**src/rtl/phaser_pkg.sv**
```systemverilog
// Shared types and constants for the phaser shift scheduler.
// Used by phaser_sched and phaser_rr_arb.
package phaser_pkg;

  localparam int MXCH_DEF    = 3;
  localparam int MXPHASE_DEF = 6;

  localparam logic [2:0] PH_SM_UNFIRE = 3'd6;

  typedef enum logic [2:0] {
    S_IDLE      = 3'd0,
    S_ARB       = 3'd1,
    S_FIRE      = 3'd2,
    S_WAIT_BUSY = 3'd3,
    S_WAIT_DONE = 3'd4,
    S_WAIT_IDLE = 3'd5
  } state_t;

endpackage

```
**src/rtl/phaser_rr_arb.sv**
```systemverilog
// Round-robin priority encoder over pending phaser channels.
// Search starts one past cur_ch and wraps; nearest pending wins.
module phaser_rr_arb #(
  parameter int NCH  = 7,
  parameter int MXCH = 3
) (
  input  logic [NCH-1:0]  pending,
  input  logic [MXCH-1:0] cur_ch,
  output logic [MXCH-1:0] winner,
  output logic            valid
);

  logic [MXCH-1:0] idx;

  // Walk from farthest to nearest so the nearest hit overrides.
  always_comb begin
    winner = '0;
    valid  = 1'b0;
    idx    = '0;
    for (int k = NCH; k >= 1; k--) begin
      idx = MXCH'((int'(cur_ch) + k) % NCH);
      if (pending[idx]) begin
        winner = idx;
        valid  = 1'b1;
      end
    end
  end

endmodule

```
**src/rtl/phaser_sched.sv**
```systemverilog
// Serialising scheduler for the DCM phase-shift state machines.
// Optional PROM autoload of targets: define PHASER_SCHED_AUTOLOAD_EN.
module phaser_sched
  import phaser_pkg::*;
#(
  parameter int NCH     = 7,
  parameter int MXCH    = MXCH_DEF,
  parameter int MXPHASE = MXPHASE_DEF,
  parameter int MXTMO   = 12
) (
  input  logic                   clock,
  input  logic                   global_reset_n,
  input  logic                   wr_en,
  input  logic [MXCH-1:0]        wr_ch,
  input  logic [MXPHASE-1:0]     wr_phase,
  input  logic [NCH-1:0]         ph_busy,
  input  logic [3*NCH-1:0]       ph_sm_vec,
  output logic [NCH-1:0]         ph_fire,
  output logic [NCH*MXPHASE-1:0] ph_phase,
  output logic                   sched_busy,
  output logic [MXCH-1:0]        cur_ch,
  output logic [NCH-1:0]         pending,
  output logic [NCH-1:0]         tmo_err
`ifdef PHASER_SCHED_AUTOLOAD_EN
  ,
  input  logic                   lock_tmb,
  input  logic [NCH*MXPHASE-1:0] autoload_phase
`endif
);

  state_t             state;
  state_t             state_nxt;
  logic [MXTMO-1:0]   tmo_cnt;
  logic [MXPHASE-1:0] target [NCH];
  logic [NCH-1:0]     pending_nxt;
  logic [MXCH-1:0]    win_ch;
  logic               win_vld;
  logic               wr_hit;
  logic               al_fire;
  logic               tmo_sat;
  logic               tmo_hit;
  logic               busy_cur;
  logic [2:0]         sm_cur;

  assign wr_hit   = wr_en && (int'(wr_ch) < NCH);
  assign tmo_sat  = &tmo_cnt;
  assign busy_cur = ph_busy[cur_ch];
  assign sm_cur   = ph_sm_vec[cur_ch*3 +: 3];

`ifdef PHASER_SCHED_AUTOLOAD_EN
  logic al_done;

  assign al_fire = lock_tmb && !al_done;

  // First lock after reset triggers a single autoload.
  always_ff @(posedge clock) begin
    if (!global_reset_n) al_done <= 1'b0;
    else if (lock_tmb)   al_done <= 1'b1;
  end
`else
  assign al_fire = 1'b0;
`endif

  phaser_rr_arb #(
    .NCH  (NCH),
    .MXCH (MXCH)
  ) u_arb (
    .pending (pending),
    .cur_ch  (cur_ch),
    .winner  (win_ch),
    .valid   (win_vld)
  );

  // Next state; any wait that saturates the timer bails to idle.
  always_comb begin
    state_nxt = state;
    tmo_hit   = 1'b0;
    unique case (state)
      S_IDLE: if (|pending) state_nxt = S_ARB;
      S_ARB:  state_nxt = win_vld ? S_FIRE : S_IDLE;
      S_FIRE: state_nxt = S_WAIT_BUSY;
      S_WAIT_BUSY: begin
        if (busy_cur)     state_nxt = S_WAIT_DONE;
        else if (tmo_sat) tmo_hit   = 1'b1;
      end
      S_WAIT_DONE: begin
        if (sm_cur == PH_SM_UNFIRE) state_nxt = S_WAIT_IDLE;
        else if (tmo_sat)           tmo_hit   = 1'b1;
      end
      S_WAIT_IDLE: begin
        if (!busy_cur)    state_nxt = S_IDLE;
        else if (tmo_sat) tmo_hit   = 1'b1;
      end
      default: state_nxt = S_IDLE;
    endcase
    if (tmo_hit) state_nxt = S_IDLE;
  end

  // Pending: arb clears its winner, autoload then writes set.
  always_comb begin
    pending_nxt = pending;
    if (state == S_ARB && win_vld) pending_nxt[win_ch] = 1'b0;
    if (al_fire) pending_nxt = '1;
    if (wr_hit)  pending_nxt[wr_ch] = 1'b1;
  end

  // Target phase registers, loaded by VME or autoload.
  always_ff @(posedge clock) begin
    for (int i = 0; i < NCH; i++) begin
      if (!global_reset_n)
        target[i] <= '0;
      else if (wr_hit && wr_ch == MXCH'(i))
        target[i] <= wr_phase;
      else if (al_fire)
        target[i] <= autoload_sel(i);
    end
  end

  function automatic logic [MXPHASE-1:0] autoload_sel(input int i);
`ifdef PHASER_SCHED_AUTOLOAD_EN
    return autoload_phase[i*MXPHASE +: MXPHASE];
`else
    return target[i];
`endif
  endfunction

  // Scheduler state, timer, channel selection and phaser drive.
  always_ff @(posedge clock) begin
    if (!global_reset_n) begin
      state      <= S_IDLE;
      sched_busy <= 1'b0;
      tmo_cnt    <= '0;
      pending    <= '0;
      tmo_err    <= '0;
      cur_ch     <= MXCH'(NCH - 1);
      ph_fire    <= '0;
      ph_phase   <= '0;
    end else begin
      state      <= state_nxt;
      sched_busy <= (state_nxt != S_IDLE);
      pending    <= pending_nxt;
      if (state_nxt != state) tmo_cnt <= '0;
      else if (!tmo_sat)      tmo_cnt <= tmo_cnt + MXTMO'(1);
      if (state == S_ARB && win_vld) begin
        cur_ch  <= win_ch;
        ph_fire <= NCH'(1) << win_ch;
        ph_phase[win_ch*MXPHASE +: MXPHASE] <= target[win_ch];
      end
      if (state == S_WAIT_DONE && state_nxt == S_WAIT_IDLE)
        ph_fire <= '0;
      if (tmo_hit) begin
        ph_fire         <= '0;
        tmo_err[cur_ch] <= 1'b1;
      end
    end
  end

endmodule

```
**config.mk**
```make
export PLATFORM = sky130hd
export DESIGN_NAME = phaser_sched
export DESIGN_NICKNAME = d
export VERILOG_FILES = /design/src/rtl/phaser_pkg.sv /design/src/rtl/phaser_rr_arb.sv /design/src/rtl/phaser_sched.sv
export SDC_FILE = /design/constraint.sdc
export NUM_CORES = 1
export LEC_CHECK = 0
export CAP_MARGIN = 40
export CORE_UTILIZATION = 55
export CTS_CLUSTER_DIAMETER = 50
export DETAILED_ROUTE_END_ITERATION = 10
export PLACE_DENSITY = 0.89
export SYNTH_ARGS = -nofsm -noshare
export SYNTH_HDL_FRONTEND = slang
export SYNTH_SLANG_ARGS = --single-unit
```
**constraint.sdc**
```tcl
create_clock -name clock -period 9.85 [get_ports clock]
set_input_delay 1.97 -clock clock [delete_from_list [all_inputs] [get_ports clock]]
set_output_delay 1.97 -clock clock [all_outputs]
set_load 0.01 [all_outputs]
```
# Word-level counts from Yosys, hierarchy flattened
# Memories as Yosys holds them, arrays and structs flattened.
# Index checks and enable logic that the tools add are counted.
# classes
shift	4
n_lt_le_gt_ge	14
bitwise	12
eq_ne	14
addsub	9
n_mux	80
div	7
n_reduce_logical	20
n_mul	2
# ops
cell	count
$mod 32x4->32 const B	7
$mux 1	44
$bwmux 42	1
$mux 6	7
$shift 6x34->42 const A	1
$shiftx 6x34->42	1
$lt 3x4->1 const B	10
$mux 3	12
$neg 6->34	1
$bmux 1 s3	8
$eq 3x3->1 const B	7
$shiftx 21x6->3	1
$pmux 3 s6	1
$add 3x3->4 const B	4
$mux 7	2
$or 7x7->7	2
$logic_and 1x1->1	13
$add 12x1->12 const B	1
$eq 3x2->1 const B	4
$reduce_and 12->1	1
$mul 3x2->5 const B	2
$demux 1 s3	3
$ge 3x1->1 const B	3
$add 3x2->4 const B	2
16 further kinds	24
# word_totals
wordCells	171
register_bits	82
ram_bits	42
n_memories	1
output_inout_bits	67
input_bits	40
# mem_list
name	words	width	read_ports	rd_ports_with_merged_regs	write_ports	line	rtl
target	7	6	1	0	7	phaser_sched.sv:34	logic [MXPHASE-1:0] target [NCH];

# Logic depth before layout (Yosys ltp)
# depth
depth_word	20
depth_mapped	37
mapped_depth_nobuf	30

# By module
# From an unflattened synthesis, not the netlist that was laid out.
# unflattened
hier_cells	1023
hier_area_um2	8998.6
# modules_own_cells
module	instances	area_per_inst_um2	seq_area_each_um2	cells_per_inst
phaser_sched	1	7069.3	2902.8	762
phaser_rr_arb	1	1929.4	0.0	261

# Worst setup path before layout
# No wires, ideal clock.
# synth_timing
path_kind	reg2reg
start	reg cur_ch[1]
end	reg ph_phase[39]
slack_ps	1456
n_path_buf	8
arrival_ps	8272
path_stages_with_launch	35
required_time_ps	9728
synth_period_minus_slack_ps	8394
setup_time_ps	122
cell_sequence	dfxtp_1 clkbuf_1 buf_1 inv_1 ha_1 inv_1 clkbuf_1 ha_1 ha_1 a31oi_4 xnor2_1 ha_1 o311a_1 nor2_1 a2111oi_0 o31a_1 o21ai_1 and3_1 clkbuf_1 nor3_4 inv_2 buf_2 buf_2 ha_1 fa_1 clkbuf_1 xnor2_1 nor2_1 ha_1 clkbuf_1 nor4_1 nor2_1 nor4b_2 nand3b_1 o31ai_1
# synth_via
elab_chain_len	15
elab_cells_between_ends	49
classes_between	add/sub (8); mul (1); div (7); shift (2); mux (29); reduce/logical (1); memory (1)
# synth_rtl
element	line	rtl
from (decl)	phaser_sched.sv:21	output logic [MXCH-1:0] cur_ch,
from (signal assigned)	phaser_sched.sv:135	cur_ch <= MXCH'(NCH - 1);
from (signal assigned)	phaser_sched.sv:145	cur_ch <= win_ch;
$add 3x3->4	phaser_rr_arb.sv:21	idx = MXCH'((int'(cur_ch) + k) % NCH);
$mod 32x4->32	phaser_rr_arb.sv:21	
$bmux 1 s3	phaser_rr_arb.sv:22	if (pending[idx]) begin
$mux 1 (not written as such)	phaser_rr_arb.sv:22	
$mux 3 (6 in series)	phaser_rr_arb.sv:22	
$mux 3 *	phaser_rr_arb.sv:22	
via u_arb.winner[0]	phaser_rr_arb.sv:9	output logic [MXCH-1:0] winner,
$mul 3x2->5	phaser_sched.sv:147	ph_phase[win_ch*MXPHASE +: MXPHASE] <= target[win_ch];
$neg 6->34	phaser_sched.sv:147	
$shiftx 6x34->42 / $shift 6x34->42 (equally long branches)	phaser_sched.sv:147	
$bwmux 42 *	phaser_sched.sv:147	
to (signal, indexed assignment)	phaser_sched.sv:147	
to (decl)	phaser_sched.sv:19	output logic [NCH*MXPHASE-1:0] ph_phase,
# The timed path passes the listed nets; every way through them passes the cells marked *. The select of a mux whose other input is x is not followed.
# A chain may end at the register's enable or synchronous reset.

# Final worst setup path
# layout_timing
start	reg cur_ch[1]
end	reg ph_phase[5]
# The elaborated chain is that of the path after synthesis.

==> results.md <==
- Worst-Margin Slew: 0.913 ns
- Mapped Cells: 1053
- Final Hold Viols: 0
- R2R cell count: 28
- Largest family of logic cells by synthesized area: compound AO/OA/AOI/OAI gates
- Outcome: finished clean
- Synth area leaders: dfxtp_1 (18%), edfxtp_1 (14%), mux2i_1 (4.4%), ha_1 (4.4%), nor2_1 (4.0%)
- Hold buffer count at cts: 0
- CTS Root Cell: clkbuf_16
- Critical path type: reg2reg
- Slowest Stage Delay on Critical Path: 0.64 ns
- Setup TNS: 0 ns
- HP Start: ph_phase[38]$_SDFFE_PN0P_
- Initial antenna violation count: 0
- Total number of vias: 8950
- Tmin final: 8.47 ns
- DP Cell Count: 1333
- Chip width: 129 um
- Top_reg_cell synth: dfxtp_1
- Place WS: 1.62 ns
- Most instantiated cells after synthesis: nor2_1 (95), nand2_1 (91), dfxtp_1 (82)
- Starting Density: 0.561
- CTS Buffer Depth: 2
- Synth top area share: 0.185
- ANT nets after route: 0
- Multiplexer area fraction after synthesis: 0.0605
- Fin nets: 1210
- Synth Net Count: 1125
- Most numerous cell on the critical path: ha_1
- GR Util All Layers: 0.326
- CP arrival: 8.82 ns
- Netlist Area Pre-Place: 8870 um2
- Fmax: 0.118 GHz
- Slew HR: 0.385
- Final worst path period share: 0.860
- Initial DRT Pass Iterations: 6
- Final cell count without fillers: 1367
- Vias/cell: 6.55
- Post-synth EDFFs: 42
- FILL cells: 1248
- H-Tree Level Count: 4
- Core Region: 15800 um2
- # DRC: 0
- Clock transition at path regs: 0.06 ns
- Num CTS Buffers: 17
- Routed len/inst: 19.7 um
- GP Congestion: 1.01
- Die height: 129 um
- Die ar.: 16600 um2
- Total Wirelength: 26.9 mm
- Hold path depth: 2
- Layout cells sized above 1: 0.0912
- Asr flop ratio synth: 0
- Area leader, netlist: dfxtp_1
- Pin count of the biggest net entering global routing: 66
- Adder-Cell Fraction of Synth Area: 0.0460
- Register bit count reported by yosys: 124
- CTS tree: built
- Ys Warns: 0
- Vias in the first global route: 8247
- Starting DRT DRC Count: 1031
- Number of setup buffers added after CTS: 0
- Crit-path slowest cell: ha_1
- Worst skew pair latency: 0.43 ns
- Final Core Density: 0.678
- Final setup skew: 0.0104 ns
- Most frequent cell after synthesis: nor2_1
- Syn_area_per_cell: 8.43 um2
- Post-DP HPWL: 18.8 mm
- Cell Rows: 46
- Post-cts sizing count: 0
- First-pass GRT wire length: 42.4 mm
- Max Slew Vio Count: 0
- Synth cell types: 98
- Crit path max fanout: 23
- N_diodes: 0
- RSZ-0062 raised after global routing: false
- # setup viols final: 0
- Seq/Total Area, Yosys: 0.327
- Setup crit start kind: register
- Grt total ovfl: 0
- Synth Area in XOR/XNOR: 0.0398
- CP startpoint: cur_ch[1]$_SDFFE_PN1P_
- Worst hold path class: reg2reg
- CP Capture Type: register
- Post-Synth Simple-Gate Area: 0.237
- Buffers added on ports: 106
- Area grow syn2layout: 20.9%
- I/O Pins: 107
- Post-synthesis compound-gate area fraction: 0.249
- Clock sink count: 124
- Final WS setup: 1.38 ns
- Required @ worst endpoint: 10.20 ns
- Worst r2r src: cur_ch[1]$_SDFFE_PN1P_
- Max-Cap Viols: 0
[sequential cells by signal, summed over array words and instances (netlist names)]
register	flops
ph_phase	42
ph_fire	7
cur_ch	3
tmo_err	7
pending	7
sched_busy	1
state	3
target	42
tmo_cnt	12
[final cells by class]
cell class,instances,area (um2),area share
multi-input combinational,840,5610,0.523
sequential,124,2900,0.271
timing repair buffer,126,1190,0.111
clock buffer,23,503,0.0469
tap,216,270,0.0252
clock inverter,9,134,0.0125
inverter,29,109,0.0101
[cells in the final DEF (no fill, tap or decap), types with 23 or more instances in the layout]
| cell | n |
|---|---|
| a21oi_1 | 69 |
| and2_1 | 46 |
| clkdlybuf4s50_1 | 105 |
| dfxtp_1 | 81 |
| edfxtp_1 | 42 |
| ha_1 | 31 |
| mux2i_1 | 39 |
| nand2_1 | 91 |
| nand3_1 | 35 |
| nor2_1 | 95 |
| nor3_1 | 35 |
| o21ai_0 | 58 |
| xnor2_1 | 23 |
[through the flow]
| stage | hold WS (ns) | cell area, um2 |
|---|---|---|
| global route | 0.475 | 10700 |
| global placement | 0.447 | 10100 |
| floorplan | 0.472 | 8870 |
| CTS | 0.467 | 10700 |
| finish | 0.465 | 10700 |
| detailed placement | 0.456 | 10100 |
[metal layers]
layer	global-route usage	vias to the layer above	wire [um]
met5	0	-	0
met4	0.140	0	719
li1	-	4111	-
met3	0.0756	72	2470
met1	0.423	4269	11100
met2	0.524	498	12600
[kinds of logic (layout without fill, tap and decap cells)]
kind of cell               count (synthesis)  after routing
adders and majority gates                 32             32
and+or+nand+nor                          413            413
muxes                                     46             46
DFF                                      124            124
AOI/OAI and AO/OA                        313            313
buffers and inverters                     89            187
xor gates and xnor gates                  36             36
[path summary, 6_finish.rpt]
check | to | slack (ns)
worst max register to register | ph_phase[5]$_SDFFE_PN0P_ | 1.38
worst max-delay path | ph_phase[5]$_SDFFE_PN0P_ | 1.38
worst min-delay path | ph_phase[38]$_SDFFE_PN0P_ | 0.46
worst min register to register | ph_phase[38]$_SDFFE_PN0P_ | 0.46
[critical path, delay by kind of cell (launching register included)]
family,cells,cell delay (ns)
adders and majority gates,7,2.74
and+or+nand+nor,4,0.78
muxes,1,0.15
buffers and inverters,4,0.90
DFF,1,0.30
xor gates and xnor gates,2,0.63
AOI/OAI and AO/OA,10,2.89
Power is left out: the tool's default activity adds up to more than one toggle a clock period on the data nets, which glitch-free logic cannot reach.
